===== config.mk =====
export PLATFORM = sky130hd
export DESIGN_NAME = aes_round_sequencer
export DESIGN_NICKNAME = d
export VERILOG_FILES = /design/src/rtl/aes_pkg.sv /design/src/rtl/aes_round_sequencer.sv
export SDC_FILE = /design/constraint.sdc
export NUM_CORES = 1
export LEC_CHECK = 0
export CORE_MARGIN = 5
export CORE_UTILIZATION = 51
export DETAILED_ROUTE_END_ITERATION = 12
export PLACE_DENSITY = 0.78
export SYNTH_ARGS = -nofsm -noshare
export SYNTH_HDL_FRONTEND = slang
export SYNTH_SLANG_ARGS = --single-unit

===== constraint.sdc =====
create_clock -name clk -period 2.19 [get_ports clk]
set_input_delay 0.3285 -clock clk [delete_from_list [all_inputs] [get_ports clk]]
set_output_delay 0.3285 -clock clk [all_outputs]
set_load 0.02 [all_outputs]

===== src/rtl/aes_pkg.sv =====
// Shared AES control definitions: key-size encodings, round counts and sequencer states.
// A reserved key_size decodes to the AES-128 round count.
package aes_pkg;

    localparam logic [1:0] KS_128 = 2'b00;
    localparam logic [1:0] KS_192 = 2'b01;
    localparam logic [1:0] KS_256 = 2'b10;
    localparam logic [1:0] KS_RSV = 2'b11;

    localparam logic [3:0] NR_128 = 4'd10;
    localparam logic [3:0] NR_192 = 4'd12;
    localparam logic [3:0] NR_256 = 4'd14;

    typedef enum logic [2:0] {
        ST_IDLE  = 3'd0,
        ST_LOAD  = 3'd1,
        ST_ROUND = 3'd2,
        ST_FINAL = 3'd3,
        ST_HOLD  = 3'd4
    } seq_state_t;

    function automatic logic [3:0] nr_of(input logic [1:0] key_size);
        logic [3:0] nr;
        case (key_size)
            KS_192:  nr = NR_192;
            KS_256:  nr = NR_256;
            default: nr = NR_128;
        endcase
        return nr;
    endfunction

endpackage


===== src/rtl/aes_round_sequencer.sv =====
// Steps the iterative AES round core: load, Nr-1 rounds, final round, then holds the result.
// Latency Nr+2 cycles from command handshake to out_valid; out_valid held until out_ready (abort drops it).
module aes_round_sequencer
    import aes_pkg::*;
#(
    parameter int RK_W = 4
) (
    input  logic            clk,
    input  logic            rst,
    input  logic            key_ready,
    input  logic            start_valid,
    output logic            start_ready,
    input  logic [1:0]      key_size,
    input  logic            dir,
    input  logic            abort,
    output logic            core_load,
    output logic            core_round_en,
    output logic            last_round,
    output logic [RK_W-1:0] rk_sel,
    output logic [RK_W-1:0] round_idx,
    output logic            out_valid,
    input  logic            out_ready,
    output logic            busy
);

    localparam logic [RK_W-1:0] ONE = RK_W'(1);

    seq_state_t      state;
    logic [RK_W-1:0] rnd;
    logic [RK_W-1:0] nr_q;
    logic            dir_q;
    logic [RK_W-1:0] cmd_nr;
    logic [RK_W-1:0] rnd_nxt;

    // Decryption walks the expanded key from the top down; r never exceeds Nr.
    function automatic logic [RK_W-1:0] rk_of(input logic d,
                                              input logic [RK_W-1:0] nr,
                                              input logic [RK_W-1:0] r);
        return d ? (nr - r) : r;
    endfunction

    assign cmd_nr      = RK_W'(nr_of(key_size));
    assign rnd_nxt     = rnd + ONE;
    assign start_ready = (state == ST_IDLE) && key_ready;
    assign busy        = (state != ST_IDLE);

    always_ff @(posedge clk or posedge rst) begin
        if (rst) begin
            state         <= ST_IDLE;
            rnd           <= '0;
            nr_q          <= RK_W'(NR_128);
            dir_q         <= 1'b0;
            core_load     <= 1'b0;
            core_round_en <= 1'b0;
            last_round    <= 1'b0;
            out_valid     <= 1'b0;
            rk_sel        <= '0;
            round_idx     <= '0;
        end else begin
            core_load     <= 1'b0;
            core_round_en <= 1'b0;
            last_round    <= 1'b0;
            out_valid     <= 1'b0;
            rk_sel        <= '0;
            round_idx     <= '0;

            if (abort && (state != ST_IDLE)) begin
                state <= ST_IDLE;
                rnd   <= '0;
                nr_q  <= RK_W'(NR_128);
                dir_q <= 1'b0;
            end else begin
                case (state)
                    ST_IDLE: begin
                        if (start_valid && key_ready) begin
                            state     <= ST_LOAD;
                            nr_q      <= cmd_nr;
                            dir_q     <= dir;
                            rnd       <= '0;
                            core_load <= 1'b1;
                            rk_sel    <= dir ? cmd_nr : '0;
                        end
                    end
                    ST_LOAD: begin
                        state         <= ST_ROUND;
                        rnd           <= ONE;
                        round_idx     <= ONE;
                        core_round_en <= 1'b1;
                        rk_sel        <= rk_of(dir_q, nr_q, ONE);
                    end
                    ST_ROUND: begin
                        core_round_en <= 1'b1;
                        if (rnd == (nr_q - ONE)) begin
                            state      <= ST_FINAL;
                            rnd        <= nr_q;
                            round_idx  <= nr_q;
                            last_round <= 1'b1;
                            rk_sel     <= dir_q ? '0 : nr_q;
                        end else begin
                            rnd       <= rnd_nxt;
                            round_idx <= rnd_nxt;
                            rk_sel    <= rk_of(dir_q, nr_q, rnd_nxt);
                        end
                    end
                    ST_FINAL: begin
                        state     <= ST_HOLD;
                        rnd       <= '0;
                        out_valid <= 1'b1;
                    end
                    ST_HOLD: begin
                        if (out_ready) begin
                            state <= ST_IDLE;
                        end else begin
                            out_valid <= 1'b1;
                        end
                    end
                    default: begin
                        state <= ST_IDLE;
                        rnd   <= '0;
                    end
                endcase
            end
        end
    end

endmodule


# Word level (Yosys, flattened, before mapping)
# Cells that the tools add are included.
# op_classes
n_addsub	3
eq_ne	11
muxes	37
n_reduce_logical	11
# op_table
cell	count
two-way mux 4 bit	14
case mux 4 bit (4 select lines)	1
case mux 3 bit (5 select lines)	1
two-way mux 1 bit	13
two-way mux 3 bit	4
case mux 4 bit (3 select lines)	1
case mux 4 bit (2 select lines)	1
equality test 3 x 2 -> 1 bit, second input constant	2
inequality test 3 bit, second input constant	2
case mux 3 bit (2 select lines)	1
adder 4 x 1 -> 4 bit, second input constant	1
equality test 4 bit	1
AND reduction 2 bit	2
nonzero test 2 bit	2
subtractor 4 x 1 -> 4 bit, second input constant	1
subtractor 4 bit	1
equality test 3 x 1 -> 1 bit, second input constant	1
equality test 3 bit, second input constant	1
logical AND 1 bit	3
zero test 3 bit	1
inequality test 3 x 1 -> 1 bit, second input constant	1
AND reduction 3 bit	1
nonzero test 3 bit	1
equality test 2 x 1 -> 1 bit, second input constant	1
other kinds (4)	4
# totals
register_bits	24
inputBits	9
out_inout_bits	14
wordCells	72

# Depth between registers and ports, before layout
# Gate-level depths: netlist of run 1.
# depth
ltp_word	6
depth_mapped	8

# Worst setup path after synthesis of run 1
# No wires, ideal clock.
# synth_path
kind	flip-flop to flip-flop
from	reg rnd[1]
to	reg rk_sel[3]
setup_ns	0.124
arrival_time_ns	1.763
required_time_ns	2.066
setup_slack_ns	0.303
path_stages_with_launch	9
n_path_buf	0
synth_period_minus_slack_ns	1.887
cell_sequence	dfrtp_1 > ha_1 > xnor2_1 > ha_1 > a21oi_1 > a21boi_0 > mux2i_1 > nor3b_1 > o31a_1
# synth_via
elab_chain_len	6
word_cells_on_any_way	7
classes_between	add/sub (2); eq/ne (1); mux (4)
# synth_rtl
item	line	rtl
start, declared	aes_round_sequencer.sv:29	logic [RK_W-1:0] rnd;
start signal, assigned	aes_round_sequencer.sv:95	rnd <= nr_q;
start signal, assigned	aes_round_sequencer.sv:100	rnd <= rnd_nxt;
adder 4 x 1 -> 4 bit	aes_round_sequencer.sv:43	assign rnd_nxt = rnd + ONE;
subtractor 4 bit	aes_round_sequencer.sv:39	return d ? (nr - r) : r;
two-way mux 4 bit	aes_round_sequencer.sv:39	
two-way mux 4 bit *	aes_round_sequencer.sv:93	if (rnd == (nr_q - ONE)) begin
case mux 4 bit (3 select lines) *	aes_round_sequencer.sv:73	case (state)
two-way mux 4 bit *	aes_round_sequencer.sv:67	if (abort && (state != ST_IDLE)) begin
end signal, assigned	aes_round_sequencer.sv:81	rk_sel <= dir ? cmd_nr : '0;
end signal, assigned	aes_round_sequencer.sv:98	rk_sel <= dir_q ? '0 : nr_q;
end signal, assigned	aes_round_sequencer.sv:102	rk_sel <= rk_of(dir_q, nr_q, rnd_nxt);
end, declared	aes_round_sequencer.sv:19	output logic [RK_W-1:0] rk_sel,
# Every way passes the cells marked *; elsewhere a longest branch is shown, timed or not.
# A chain may end at the register's enable or synchronous reset.

# Worst setup path after layout of run 1
# layout_path
from	reg state[0]
to	out busy
# layout_via
elab_chain_len	1
# layout_rtl
item	line	rtl
start, declared	aes_round_sequencer.sv:28	seq_state_t state;
start signal, assigned	aes_round_sequencer.sv:49	state <= ST_IDLE;
start signal, assigned	aes_round_sequencer.sv:68	state <= ST_IDLE;
start signal, assigned	aes_round_sequencer.sv:76	state <= ST_LOAD;
nonzero test 3 bit	aes_round_sequencer.sv:45	assign busy = (state != ST_IDLE);
end, declared	aes_round_sequencer.sv:23	output logic busy
# No other way between the ends.

==> results.ini, run 1 <==
[outcome]
status = complete, no violations

[floorplan]
coreArea_um2 = 2255
pin_count = 23
start_util_pct = 54.77
die_area_um2 = 3506
rows = 17
die_h_um = 59.21
die_w_um = 59.21

[synthesis]
synthMuxAreaShare_pct = 2.432
ys_top_cells_by_area = dfrtp_1, nor2_1, ha_1
syn-num-nets = 139
synth_compound_area_share_pct = 12.87
synthCells = 125
synth_seq_cells = 22
synth_most_common_cell = dfrtp_1
synth_xor_area_share_pct = 5.674
ys_seq_area_share_pct = 44.68
synth-edff-count = 0
ys.warnings.count = 0
ys_types = 39
ys_top_cells_by_count = dfrtp_1, nor2_1, nor3_1
synth_area_per_cell_um2 = 9.879
netlist.area_leader.share_pct = 42.55
synth_area_um2 = 1235
synth_top_family_by_area = simple AND/OR/NAND/NOR gates
synth_area_leader_cell = dfrtp_1
synth_fa_ha_area_share_pct = 5.876
synth_ff_type = dfrtp_1
async_flop_share_pct = 100.0
synthSimpleGateAreaFrac_pct = 21.38

[critical_path]
cp_max_fo = 9
crit_family = buffers and inverters
cpPeakStageDelay_ns = 0.56
cp-end-kind = primary output
cp.depth = 2
crit_type = reg2out
startpoint = state[0]$_DFFE_PP0P_
critPathSlowestCell = clkdlybuf4s50_1
required_ns = 1.86
reg2regPathDepth = 8
crit_path_cell_trace = or3_1 -> clkdlybuf4s50_1
crit_buf_inv = 1
timing.rr.start = rnd[0]$_DFFE_PP0P_
cp.arrival_ns = 1.74
cp-start-kind = register

[cts]
cts_setup_buffers = 0
cts_tree = done
path_clk_slew_ns = 0.13
root_buffer = clkbuf_4
cts_buffer_depth = 2
numCtsBuffers = 3
htreeDepth = 1
cts_sinks = 22
clock_latency_ns = 0.31
cts_hold_buf = 0

[drt]
firstDrtPassIters = 4
drt_iter0_markers = 5
final_antenna_net_count = 0
totalWireLength_um = 2431
wl_per_cell_um = 13.28
num_vias = 956
drc = 0
via_per_inst = 5.224

[pwr]
p_per_area_nw_per_um2 = 652.0
clkPwrFrac_pct = 18.9
combPwrFrac_pct = 34.6
p_int_uw = 676.5
vdd_drop_max_uv = 455.4
power_leakage_uw = 0.0007363
swShare_pct = 32.80
p_sw_uw = 330.2
pwr-share-seq_pct = 46.5

[flow_run]
maxCapViolations = 0

[global_routing]
grt_max_degree = 23
grt.total_usage_pct = 15.61
grt_pass1_wl_um = 4257
grt_pass1_vias = 954
antenna_found_initial = 0
grt_overflow = 0

[sta]
rsz0062_at_grt = no
slew_headroom_pct = 79.65
fmax_mhz = 484.4
setup_tns_ns = 0
skew_ns = 0.01567
fin_crit_sh_pct = 94.26
slew_viol_final = 0
worst_slew_pin_slew_ns = 0.3047
finalHoldWorstSlack_ns = 0.3427
hold_viol_final = 0
fin_crit_ns = 2.064
setup_violations = 0

[placed_design]
dp_hpwl_um = 1905
io_buffers = 22
gp_congestion = 0.8945

[final_layout]
drive_gt1_share_pct = 14.19
nets = 170
area_growth_pct = 25.03
antennaDiodeCount = 0

[min_path]
min_path_type = in2async

-- power groups by stage --
stage | registers (uW) | logic, uW | clock network [uW]
finish | 468 | 349 | 190
global route | 472 | 389 | 217
CTS | 468 | 352 | 201
detailed placement | 475 | 350 | 0
global placement | 474 | 344 | 0
floorplan | 488 | 226 | 0
-- placed cells by master, fill, tap and decap left out, types with 2 or more instances in the layout --
cell type	instances
clkdlybuf4s50_1	21
dfrtp_1	21
xor2_1	4
clkbuf_4	3
inv_1	7
a21o_1	3
o21ai_0	2
nand2_1	5
a21oi_1	5
nor3_1	8
o22ai_1	2
nor2_1	18
ha_1	5
nor3b_1	2
xnor2_1	4
and2_1	2
nor2b_1	2
mux2i_1	3
or3_1	2
buf_4	12
a21boi_0	2
nand3_1	3
-- metal layers --
layer  up-vias  global-route usage [%]  routed length, um
met2        13                   26.99               1238
met4         0                   4.854                 33
met5         -                       0                  0
met3         4                   1.961                 69
li1        483                       -                  -
met1       456                   20.05               1090
-- per-stage QoR --
step	cell area (um2)	setup WS, ns	std cells	utilization, %	power [uW]
3_3_place_gp	1519	0.2605	179	67.37	817.7
5_1_grt	1544	0.01734	183	68.48	1079
3_5_place_dp	1519	0.2129	179	67.37	825.5
2_1_floorplan	1235	0.3027	125	-	714.0
4_1_cts	1544	0.1046	183	68.48	1020
6_report	1544	0.1258	183	68.48	1007
-- sequential cells by signal (all words and copies together), names as in the netlist --
| register | count |
|---|---|
| state | 3 |
| rk_sel | 4 |
| dir_q | 1 |
| out_valid | 1 |
| nr_q | 2 |
| rnd | 4 |
| last_round | 1 |
| round_idx | 4 |
| core_load | 1 |
| core_round_en | 1 |
-- timing repair --
item,4_1_cts,5_1_grt
setup endpoints to repair,1,0
gates resized for setup,1,0
hold endpoints to repair,0,0
-- worst paths after layout --
path | slack [ns] | to
max in group asynchronous | 1.55 | nr_q[1]$_DFFE_PP1P_
hold reg to reg | 0.52 | nr_q[1]$_DFFE_PP1P_
setup / recovery | 0.13 | busy
setup reg to reg | 0.17 | rk_sel[3]$_DFF_PP0_
min in group clk | 0.52 | nr_q[1]$_DFFE_PP1P_
hold / removal | 0.34 | rk_sel[0]$_DFF_PP0_
-- tightest hold or removal path, delay by kind of cell --
family                 cells  cell delay, ns
buffers and inverters      3            0.73
-- cell type report --
class,instances,area (um2)
Inverter,7,26.28
Clock buffer,4,26.28
Multi-Input combinational cell,88,595.6
Timing Repair Buffer,34,309.0
Sequential cell,22,551.8
Fill cell,197,710.7
Tap cell,28,35.03
-- cells by family after synthesis --
| family | count (synthesis) |
|---|---|
| adder cells (fa/ha/maj) | 6 |
| XOR/XNOR | 8 |
| multiplexers | 3 |
| flip-flops | 22 |
| buffers and inverters | 15 |
| AO/OA/AOI/OAI | 22 |
| AND/OR/NAND/NOR | 49 |
Note: power is estimated with default switching activity, not from simulation.
==> run 2, diff against run 1 <==
--- a/config.mk
+++ b/config.mk
@@ -8,6 +8,7 @@
 export CORE_MARGIN = 5
 export CORE_UTILIZATION = 51
 export DETAILED_ROUTE_END_ITERATION = 12
+export GPL_TIMING_DRIVEN = 1
 export PLACE_DENSITY = 0.78
 export SYNTH_ARGS = -nofsm -noshare
 export SYNTH_HDL_FRONTEND = slang
==> results of run 2 <==
No change in the layout: final DEF, timing and power equal those of run 1.
